## src/rtl/video_port_decoder.sv

```systemverilog
// video_port_decoder: decodes Z80 I/O writes into single-cycle register strobes.
//
// Ports:
//   clk, res_n            clock, asynchronous active-low reset
//   a[15:0], di[7:0]      Z80 address/data bus (already synchronous to clk)
//   iorq_n, wr_n, m1_n    Z80 control; an I/O write is !iorq_n & !wr_n & m1_n
//   d[7:0]                data byte captured with the last accepted write
//   *_wr                  one-cycle strobes, at most one per I/O write
//   lock_7ffd             sticky #7FFD lock, cleared only by reset
//
// A write is captured on the first edge that sees io_wr, and its strobe is
// decoded purely from the captured registers during the following cycle.
// The FSM then waits for io_wr to drop, so a long I/O cycle fires only once.
module video_port_decoder (
   input  logic        clk,
   input  logic        res_n,
   input  logic [15:0] a,
   input  logic [7:0]  di,
   input  logic        iorq_n,
   input  logic        wr_n,
   input  logic        m1_n,
   output logic [7:0]  d,
   output logic        zborder_wr,
   output logic        zvpage_wr,
   output logic        vconf_wr,
   output logic        vpage_wr,
   output logic        gx_offsl_wr,
   output logic        gx_offsh_wr,
   output logic        gy_offsl_wr,
   output logic        gy_offsh_wr,
   output logic        tsconf_wr,
   output logic        palsel_wr,
   output logic        border_wr,
   output logic        t0x_offsl_wr,
   output logic        t0x_offsh_wr,
   output logic        t0y_offsl_wr,
   output logic        t0y_offsh_wr,
   output logic        t1x_offsl_wr,
   output logic        t1x_offsh_wr,
   output logic        t1y_offsl_wr,
   output logic        t1y_offsh_wr,
   output logic        tmpage_wr,
   output logic        t0gpage_wr,
   output logic        t1gpage_wr,
   output logic        sgpage_wr,
   output logic        hint_beg_wr,
   output logic        vint_begl_wr,
   output logic        vint_begh_wr,
   output logic        lock_7ffd
);

   typedef enum logic [1:0] {StIdle, StStrobe, StWait} state_e;

   state_e      state_q, state_d;
   logic [15:0] addr_q, addr_d;
   logic [7:0]  data_q, data_d;
   logic        lock_q, lock_d;

   logic io_wr;
   logic ts_hit;
   logic zvpage_hit;

   assign io_wr = ~iorq_n & ~wr_n & m1_n;

   // Decode terms use only captured state, never the live bus.
   assign ts_hit     = (addr_q[7:0] == 8'hAF);
   assign zvpage_hit = ~addr_q[15] & (addr_q[1:0] == 2'b01);

   always_ff @(posedge clk or negedge res_n) begin
      if (!res_n) begin
         state_q <= StIdle;
         addr_q  <= 16'h0000;
         data_q  <= 8'h00;
         lock_q  <= 1'b0;
      end else begin
         state_q <= state_d;
         addr_q  <= addr_d;
         data_q  <= data_d;
         lock_q  <= lock_d;
      end
   end

   always_comb begin
      state_d = state_q;
      addr_d  = addr_q;
      data_d  = data_q;
      lock_d  = lock_q;
      case (state_q)
         StIdle: begin
            if (io_wr) begin
               addr_d  = a;
               data_d  = di;
               state_d = StStrobe;
            end
         end
         StStrobe: begin
            // Strobe is committed once captured; io_wr dropping here only
            // shortens the wait.
            state_d = StWait;
            if (zvpage_wr && data_q[5]) lock_d = 1'b1;
         end
         StWait: begin
            if (!io_wr) state_d = StIdle;
         end
         default: state_d = StIdle;
      endcase
   end

   always_comb begin
      zborder_wr   = 1'b0;
      zvpage_wr    = 1'b0;
      vconf_wr     = 1'b0;
      vpage_wr     = 1'b0;
      gx_offsl_wr  = 1'b0;
      gx_offsh_wr  = 1'b0;
      gy_offsl_wr  = 1'b0;
      gy_offsh_wr  = 1'b0;
      tsconf_wr    = 1'b0;
      palsel_wr    = 1'b0;
      border_wr    = 1'b0;
      t0x_offsl_wr = 1'b0;
      t0x_offsh_wr = 1'b0;
      t0y_offsl_wr = 1'b0;
      t0y_offsh_wr = 1'b0;
      t1x_offsl_wr = 1'b0;
      t1x_offsh_wr = 1'b0;
      t1y_offsl_wr = 1'b0;
      t1y_offsh_wr = 1'b0;
      tmpage_wr    = 1'b0;
      t0gpage_wr   = 1'b0;
      t1gpage_wr   = 1'b0;
      sgpage_wr    = 1'b0;
      hint_beg_wr  = 1'b0;
      vint_begl_wr = 1'b0;
      vint_begh_wr = 1'b0;
      if (state_q == StStrobe) begin
         // #FE, #7FFD and #xxAF differ in a[1:0], so the chain is exclusive.
         if (!addr_q[0]) begin
            zborder_wr = 1'b1;
         end else if (zvpage_hit) begin
            zvpage_wr = ~lock_q;
         end else if (ts_hit) begin
            case (addr_q[15:8])
               8'h00:   vconf_wr     = 1'b1;
               8'h01:   vpage_wr     = 1'b1;
               8'h02:   gx_offsl_wr  = 1'b1;
               8'h03:   gx_offsh_wr  = 1'b1;
               8'h04:   gy_offsl_wr  = 1'b1;
               8'h05:   gy_offsh_wr  = 1'b1;
               8'h06:   tsconf_wr    = 1'b1;
               8'h07:   palsel_wr    = 1'b1;
               8'h0F:   border_wr    = 1'b1;
               8'h16:   tmpage_wr    = 1'b1;
               8'h17:   t0gpage_wr   = 1'b1;
               8'h18:   t1gpage_wr   = 1'b1;
               8'h19:   sgpage_wr    = 1'b1;
               8'h22:   hint_beg_wr  = 1'b1;
               8'h23:   vint_begl_wr = 1'b1;
               8'h24:   vint_begh_wr = 1'b1;
               8'h40:   t0x_offsl_wr = 1'b1;
               8'h41:   t0x_offsh_wr = 1'b1;
               8'h42:   t0y_offsl_wr = 1'b1;
               8'h43:   t0y_offsh_wr = 1'b1;
               8'h44:   t1x_offsl_wr = 1'b1;
               8'h45:   t1x_offsh_wr = 1'b1;
               8'h46:   t1y_offsl_wr = 1'b1;
               8'h47:   t1y_offsh_wr = 1'b1;
               default: ;
            endcase
         end
      end
   end

   assign d         = data_q;
   assign lock_7ffd = lock_q;

endmodule
```

## config.mk

```make
export PLATFORM = sky130hd
export DESIGN_NAME = video_port_decoder
export DESIGN_NICKNAME = d
export VERILOG_FILES = /design/src/rtl/video_port_decoder.sv
export SDC_FILE = /design/constraint.sdc
export NUM_CORES = 1
export LEC_CHECK = 0
export CAP_MARGIN = 10
export CORE_AREA = 4 4 64 66
export CTS_CLUSTER_DIAMETER = 30
export DETAILED_ROUTE_END_ITERATION = 7
export DIE_AREA = 0 0 68 70
export PLACE_DENSITY = 0.78
export SLEW_MARGIN = 20
export SYNTH_ARGS = -nofsm -noshare
export SYNTH_HDL_FRONTEND = slang
export SYNTH_SLANG_ARGS = --single-unit
```

## constraint.sdc

```tcl
create_clock -name clk -period 2.3 [get_ports clk]
set_clock_uncertainty 0.1 [all_clocks]
set_input_delay 0.46 -clock clk [delete_from_list [all_inputs] [get_ports clk]]
set_output_delay 0.46 -clock clk [all_outputs]
set_load 0.05 [all_outputs]
```

======== Word level (Yosys, flattened, before mapping) ========
Cells that the tools add are included.
word-level totals
  register bits ........................... 27
  input bits .............................. 29
  output and inout port bits .............. 35
  word-level logic and storage cells ...... 174
operators by class
  equal/unequal tests ..................... 29
  mux-type cells .......................... 128
  bitwise operators ....................... 7
  reduce and logical (&&, ||, !) cells .... 6
operators by type and width
  operator            number
  $mux 1              125
  $eq 8x7->1 const B  8
  $eq 8x3->1 const B  4
  $eq 8x5->1 const B  4
  $eq 8x6->1 const B  3
  $eq 8x2->1 const B  2
  $eq 8x1->1 const B  1
  $eq 8x4->1 const B  1
  $eq 8x8->1 const B  1
  $logic_not 8->1     1
  $pmux 2 s3          1
  $reduce_and 2->1    3
  $eq 2x1->1 const B  2
  $mux 2              2
  $ne 2x2->1 const B  2
  $not 1->1           4
  $and 1x1->1         3
  $eq 2x2->1 const B  1
  $logic_not 2->1     1
  $logic_and 1x1->1   1

======== Depth between registers and ports, before layout ========
Gate-level depths: netlist (run 1).
  depth after elaboration ................. 7
  gate-level depth with buffers ........... 4
  depth with buffers taken out ............ 3

======== Worst setup path before layout (run 1) ========
No wires, ideal clock.
  kind .................................... reg-to-output
  start ................................... register state_q[1]
  end ..................................... output gy_offsl_wr
  data arrival time ....................... 2462 ps
  data required time ...................... 1740 ps
  setup slack ............................. -722 ps
  stages on the path, launching flop included .. 4
  path buffers ............................ 0
  path through ............................ dfrtp_1 and4bb_2 nand4b_1 nor4_1
between the ends
  cells in the longest elaborated chain, start to end .. 2
ends and longest elaborated chain
  what                    RTL line  RTL
  from (decl)             54        state_e state_q, state_d;
  from (signal assigned)  71        state_q <= StIdle;
  from (signal assigned)  76        state_q <= state_d;
  $eq 2x1->1              136       if (state_q == StStrobe) begin
  $mux 1                  136
  to (decl)               29        output logic gy_offsl_wr,
Every way passes these cells.

======== Worst setup path after layout (run 1) ========
  start ................................... register addr_q[6]
  end ..................................... output palsel_wr
between the ends
  cells in the longest elaborated chain, start to end .. 5
ends and longest elaborated chain
  what                    RTL line  RTL
  from (decl)             55        logic [15:0] addr_q, addr_d;
  from (signal assigned)  77        addr_q <= addr_d;
  $eq 8x8->1              66        assign ts_hit = (addr_q[7:0] == 8'hAF);
  $mux 1                  142       end else if (ts_hit) begin
  $mux 1                  140       end else if (zvpage_hit) begin
  $mux 1                  138       if (!addr_q[0]) begin
  $mux 1                  136
  to (decl)               32        output logic palsel_wr,
Every way passes these cells.

==> qor.json, run 1 <==
{
  "run_status": "complete, but fails checks",
  "violations": "setup timing",
  "ys_ff_latch": 27,
  "timing.reg2reg.setup_slack_ns": 0.62,
  "firstDrtPassIters": 5,
  "antenna_found_initial": 0,
  "numPlacedInstances": 241,
  "worstSkewPairLatency_ns": 0.31,
  "globalRouteOverflowTotal": 0,
  "static-leakage-power_nw": 1.16,
  "cells_after_synth": 127,
  "finalHoldWorstSlack_ns": 0.393,
  "powerDensity_mw_per_mm2": 555,
  "cp_max_fo": 5,
  "tightest_slew_ns": 0.516,
  "detailroute.via_count": 1412,
  "cp_data_required_time_ns": 1.74,
  "count_of_endpoints_failing_setup_in_the_final_report": 21,
  "viasPerCell": 5.47,
  "wirelength_um": 4830,
  "worstPathArrival_ns": 1.85,
  "row_cnt": 22,
  "rsz0062_at_grt": "true",
  "nNetsFinal": 240,
  "path_clk_slew_ns": 0.13,
  "clkSinkCount": 27,
  "holdBufCountCts": 0,
  "mappedNetlistArea_mm2": 0.00143,
  "timing.hold.worst.class": "input pin to async pin",
  "number_of_drc_markers_in_iteration_0": 26,
  "number_of_synthesized_flops_with_an_enable_pin": 0,
  "ctsLongestPathBuffers": 2,
  "htreeDepth": 1,
  "synth.yosys.seq_area_share_pct": 47.4,
  "gp_congestion": 1.05,
  "hpwlAfterDp_um": 3360,
  "number_of_global_route_vias_before_repair": 1581,
  "non_filler_cells_final": 258,
  "period_utilization_post_route_pct": 105,
  "synth_warnings": 0,
  "synthFlopType": "sky130_fd_sc_hd__dfrtp_1",
  "slew_violations": 0,
  "cp-start-kind": "flop",
  "min_period_ns": 2.41,
  "rr_startpoint": "state_q[1]",
  "final-hold-violation-count": 0,
  "wire_length_of_the_first_global_routing_pass_um": 7650,
  "layout.cells.most_common_list": "sky130_fd_sc_hd__clkdlybuf4s50_1 (37), sky130_fd_sc_hd__buf_12 (26), sky130_fd_sc_hd__mux2_2 (24), sky130_fd_sc_hd__dfrtp_1 (24), sky130_fd_sc_hd__buf_4 (16)",
  "die_width_um": 68,
  "final.setup.worst_slack_ns": -0.110,
  "detail_route.drc_violations": 0,
  "worstSetupEndpointType": "primary output",
  "area_of_the_die_mm2": 0.00476,
  "die_h_um": 70,
  "clock_tree.root_cell": "sky130_fd_sc_hd__clkbuf_4",
  "clock_tree_from_tritoncts": "yes",
  "layout_commonest_cell": "sky130_fd_sc_hd__clkdlybuf4s50_1",
  "top_level_ports": 64,
  "core-area_mm2": 0.00358,
  "route.antenna.remaining_nets": 0,
  "grt_max_degree": 28,
  "routed_wire_length_per_instance_um": 18.7,
  "grt.total_usage_pct": 21.1,
  "drive_gt1_share_pct": 57.1,
  "max-vdd-ir-drop_mv": 0.581,
  "reg2reg_depth": 4,
  "start_util_pct": 39.8,
  "pre_cts_setup_slack_ns": 0.0428,
  "mean_area_per_synthesized_cell_um2": 11.2,
  "postSynth.asyncResetShare_pct": 100,
  "cts-buffers-inserted": 3,
  "regToRegEndpoint": "addr_q[0]",
  "achievable-frequency_mhz": 415,
  "timing_worst_setup_path_type": "flop to primary output",
  "max_slew_margin_pct": 65.5,
  "antennaDiodeCount": 0,
  "synth_nets": 156,
  "max-cap-violations": 0,
  "buffer_ports.inserted": 63,
  "synth.distinct_cells": 28,
  "num-fill-cells": 203,
  "area_growth_pct": 99.2
}
## worst max-delay path by stage
stage / start / slack [ns] / endpoint / cells after the start
after floorplan: state_q[1] / -0.36 / gy_offsh_wr / 3
after global placement: addr_q[15] / 0.12 / t1x_offsh_wr / 4
after detailed placement: addr_q[6] / 0.04 / tsconf_wr / 4
after CTS: addr_q[4] / -0.09 / t0gpage_wr / 4
after global routing: addr_q[6] / -0.20 / vint_begh_wr / 4
final: addr_q[6] / -0.11 / palsel_wr / 5
## routing by layer
| metal | global-route usage [%] | wire, um | up-vias |
|---|---|---|---|
| met5 | 0 | 0 | - |
| met2 | 37.6 | 2540 | 73 |
| met1 | 23.1 | 1770 | 675 |
| met3 | 4.02 | 321 | 19 |
| li1 | - | - | 645 |
| met4 | 10.2 | 192 | 0 |
## synth_stat cells (2+ instances only)
| cell type | number | share of area [%] |
|---|---|---|
| sky130_fd_sc_hd__and3_1 | 7 | 3.1 |
| sky130_fd_sc_hd__and4b_1 | 2 | 1.4 |
| sky130_fd_sc_hd__and4bb_2 | 2 | 1.8 |
| sky130_fd_sc_hd__buf_6 | 2 | 1.6 |
| sky130_fd_sc_hd__clkbuf_1 | 3 | 0.79 |
| sky130_fd_sc_hd__dfrtp_1 | 27 | 47 |
| sky130_fd_sc_hd__mux2_2 | 24 | 19 |
| sky130_fd_sc_hd__nand2_1 | 6 | 1.6 |
| sky130_fd_sc_hd__nand2b_1 | 4 | 1.8 |
| sky130_fd_sc_hd__nand3_1 | 4 | 1.4 |
| sky130_fd_sc_hd__nand4_1 | 4 | 1.8 |
| sky130_fd_sc_hd__nor2_1 | 8 | 2.1 |
| sky130_fd_sc_hd__nor2b_1 | 2 | 0.88 |
| sky130_fd_sc_hd__nor3_1 | 11 | 3.9 |
| sky130_fd_sc_hd__nor4_1 | 8 | 3.5 |
## area by class of cell
| class | instances | area, um^2 | area share, % |
|---|---|---|---|
| multi-input combinational | 93 | 991 | 34.9 |
| inverter | 1 | 3.75 | 0.132 |
| timing repair buffer | 85 | 1080 | 38.0 |
| tap | 48 | 60.1 | 2.12 |
| clock buffer | 4 | 26.3 | 0.926 |
| sequential | 27 | 679 | 23.9 |
## kinds of logic after synthesis
kind of cell | share of synthesized area (%)
buf+inv | 2.98
mux | 19.0
flops | 47.4
simple gates | 30.0
compound gates | 0.615
## metrics by stage
step	instance area, um^2	utilization (%)	TNS (ns)	total power (W)
after floorplan	1520	-	-2.42	0.00103
after global placement	2500	69.8	0	0.00125
after detailed placement	2500	69.8	0	0.00127
after CTS	2780	77.6	-0.702	0.00155
after global routing	2840	79.3	-3.05	0.00166
final	2840	79.3	-1.07	0.00158
## power breakdown
group	total, W	switching, W	internal, W
Clock	0.000196	0.000128	0.0000678
Sequential	0.000699	0.000117	0.000582
Combinational	0.000681	0.000375	0.000306
## state kept, by name, summed over array words and instances, names as in the netlist
| register | count |
|---|---|
| lock_7ffd | 1 |
| addr_q | 16 |
| d | 8 |
| state_q | 2 |
## what timing repair did
item	4_1_cts	5_1_grt
resized for setup	38	12
cloned	0	0
setup endpoints to repair	22	24
buffers inserted	9	4
pin swaps	14	10
## worst max-delay path, cell delays in order, from the launching register on
cell                       delay [ns]
sky130_fd_sc_hd__dfrtp_1         0.40
sky130_fd_sc_hd__and4bb_4        0.40
sky130_fd_sc_hd__nand3_4         0.15
sky130_fd_sc_hd__buf_6           0.18
sky130_fd_sc_hd__nor3_4          0.23
sky130_fd_sc_hd__buf_12          0.17
No activity file was read; power rests on OpenSTA's default activity.
==> run 2, diff against run 1 <==
Settings changed: REMOVE_ABC_BUFFERS set to 1.
==> qor.json, run 2 (synthesized netlist as in run 1, its figures left out) <==
{
  "worstPathArrival": {"value": 2.03, "unit": "ns", "change": "+0.18 ns"},
  "detailroute.via_count": {"value": 1535, "change": "+8.7%"},
  "cts-buffers-inserted": {"value": 3, "change": "unchanged"},
  "hpwlAfterDp": {"value": 3200, "unit": "um", "change": "-4.5%"},
  "path_clk_slew": {"value": 0.13, "unit": "ns", "change": "about the same"},
  "layout.cells.most_common_list": "sky130_fd_sc_hd__clkdlybuf4s50_1 (37), sky130_fd_sc_hd__buf_4 (35), sky130_fd_sc_hd__buf_12 (27)",
  "die_width": {"value": 68, "unit": "um", "change": "unchanged"},
  "timing.hold.worst.class": "input pin to async pin",
  "max_slew_margin": {"value": 65.4, "unit": "%", "change": "-0.13 points"},
  "nNetsFinal": {"value": 258, "change": "+7.5%"},
  "numPlacedInstances": {"value": 243, "change": "+0.83%"},
  "route.antenna.remaining_nets": {"value": 0, "change": "unchanged"},
  "crit_family": "simple AND/OR/NAND/NOR gates",
  "largest_reg_flops": {"value": 16, "change": "unchanged"},
  "max-vdd-ir-drop": {"value": 0.515, "unit": "mV", "change": "-11%"},
  "grt.total_usage": {"value": 21.2, "unit": "%", "change": "+0.063 points"},
  "layout_commonest_cell": "sky130_fd_sc_hd__clkdlybuf4s50_1",
  "timing_worst_setup_path_type": "flop to primary output",
  "tightest_slew": {"value": 0.518, "unit": "ns", "change": "+0.00191 ns"},
  "area_of_the_die": {"value": 0.00476, "unit": "mm^2", "change": "unchanged"},
  "min_period": {"value": 2.59, "unit": "ns", "change": "+0.178 ns"},
  "powerDensity": {"value": 535, "unit": "mW/mm^2", "change": "-3.6%"},
  "registers.top_by_ff_count": "addr_q",
  "clock_tree.root_cell": "sky130_fd_sc_hd__clkbuf_4",
  "gp_congestion": {"value": 0.835, "change": "-20%"},
  "viasPerCell": {"value": 5.56, "change": "+1.6%"},
  "run_status": "complete, but fails checks",
  "worstSetupEndpointType": "primary output",
  "start_util": {"value": 39.8, "unit": "%", "change": "unchanged"},
  "detail_route.drc_violations": {"value": 0, "change": "unchanged"},
  "count_of_endpoints_failing_setup_in_the_final_report": {"value": 23, "change": "+9.5%"},
  "core-area": {"value": 0.00358, "unit": "mm^2", "change": "unchanged"},
  "area_growth_pct": 111,
  "buffer_ports.inserted": {"value": 63, "change": "unchanged"},
  "max-cap-violations": {"value": 0, "change": "unchanged"},
  "final.setup.worst_slack": {"value": -0.287, "unit": "ns", "change": "-0.178 ns"},
  "static-leakage-power": {"value": 1.24, "unit": "nW", "change": "+6.1%"},
  "non_filler_cells_final": {"value": 276, "change": "+7.0%"},
  "crit_path_top_delay_cell": "sky130_fd_sc_hd__dfrtp_1",
  "htreeDepth": {"value": 1, "change": "unchanged"},
  "clkSinkCount": {"value": 27, "change": "unchanged"},
  "globalRouteOverflowTotal": {"value": 0, "change": "unchanged"},
  "top_level_ports": {"value": 64, "change": "unchanged"},
  "cp-start-kind": "flop",
  "ctsLongestPathBuffers": {"value": 2, "change": "unchanged"},
  "grt_max_degree": {"value": 28, "change": "unchanged"},
  "antenna_found_initial": {"value": 0, "change": "unchanged"},
  "timing.critical_path.buf_inv": {"value": 2, "change": "unchanged"},
  "cp_data_required_time": {"value": 1.74, "unit": "ns", "change": "about the same"},
  "wire_length_of_the_first_global_routing_pass": {"value": 7870, "unit": "um", "change": "+2.9%"},
  "drive_gt1_share": {"value": 61.4, "unit": "%", "change": "+4.3 points"},
  "final-hold-violation-count": {"value": 0, "change": "unchanged"},
  "total_power": {"value": 0.00160, "unit": "W", "change": "+1.9%"},
  "firstDrtPassIters": {"value": 4, "change": "-1"},
  "wirelength": {"value": 5230, "unit": "um", "change": "+8.2%"},
  "number_of_drc_markers_in_iteration_0": {"value": 71, "change": "+170%"},
  "routed_wire_length_per_instance": {"value": 18.9, "unit": "um", "change": "+1.1%"},
  "antennaDiodeCount": {"value": 0, "change": "unchanged"},
  "violations": "setup timing",
  "cp_max_fo": {"value": 5, "change": "unchanged"},
  "worstSkewPairLatency": {"value": 0.32, "unit": "ns", "change": "about the same"},
  "period_utilization_post_route": {"value": 112, "unit": "%", "change": "+7.7 points"},
  "number_of_global_route_vias_before_repair": {"value": 1620, "change": "+2.5%"},
  "die_h": {"value": 70, "unit": "um", "change": "unchanged"},
  "slew_violations": {"value": 0, "change": "unchanged"},
  "slowest_delay": {"value": 0.42, "unit": "ns", "change": "+0.02 ns"},
  "worstPathCellList": "and4bb_2 > nand4_1 > nor4_2 > buf_4 > buf_12",
  "row_cnt": {"value": 22, "change": "unchanged"},
  "achievable-frequency": {"value": 387, "unit": "MHz", "change": "-6.9%"},
  "rsz0062_at_grt": "true",
  "clock_tree_from_tritoncts": "yes"
}
-- run 2: cell count changes in the layout (fill, tap and decap cells not counted), sizes merged --
cell	previous run	this run
buf	48	66
-- run 2: metal layers --
metal  GRT usage [%]  part of all wire, %
met1            24.8                   37
met2            36.7                   52
met3            3.70                  7.4
met4            9.27                  3.4
met5               0                    0
-- run 2: metrics by stage --
step	util (%)	setup TNS (ns)	area, um^2	hold slack, ns	worst slack [ns]
6_report	83.8	-3.90	3000	0.389	-0.287
5_1_grt	83.8	-6.00	3000	0.411	-0.408
4_1_cts	77.5	-1.61	2770	0.393	-0.174
3_5_place_dp	67.6	0	2420	0.398	0.0998
3_3_place_gp	67.6	0	2420	0.382	0.173
2_1_floorplan	-	-6.79	1390	0.0644	-0.721
-- run 2: worst paths after layout --
kind | from | to | slack [ns] | depth (start not counted)
min reg2reg | d[2] | d[2] | 0.42 | 1
max in group asynchronous | res_n | addr_q[12] | 1.44 | 2
min | res_n | d[3] | 0.39 | 2
max | state_q[1] | t1x_offsl_wr | -0.29 | 5
min in group clk | d[2] | d[2] | 0.42 | 1
max reg2reg | state_q[1] | addr_q[9] | 0.54 | 5
-- run 2: power by group --
part	leakage (nW)	total [W]	internal (W)	switching [W]
clock network	0.0150	0.000196	0.0000679	0.000128
registers	0.319	0.000707	0.000583	0.000124
logic	0.902	0.000702	0.000317	0.000385
-- run 2: area by class of cell --
cell class,count,area (um^2)
Fill cell,183,578
Clock buffer,4,26.3
Timing Repair Buffer,103,1220
Multi-Input combinational cell,93,1010
Inverter,1,3.75
Sequential cell,27,682
Tap cell,48,60.1
-- run 2: repair_timing --
action / 4_1_cts / 5_1_grt
setup endpoints to repair: 21 / 25
hold endpoints to repair: 0 / 0
setup buffers: 15 / 14
gates resized for setup: 41 / 23
pin swaps: 17 / 10
hold buffers: 0 / 0
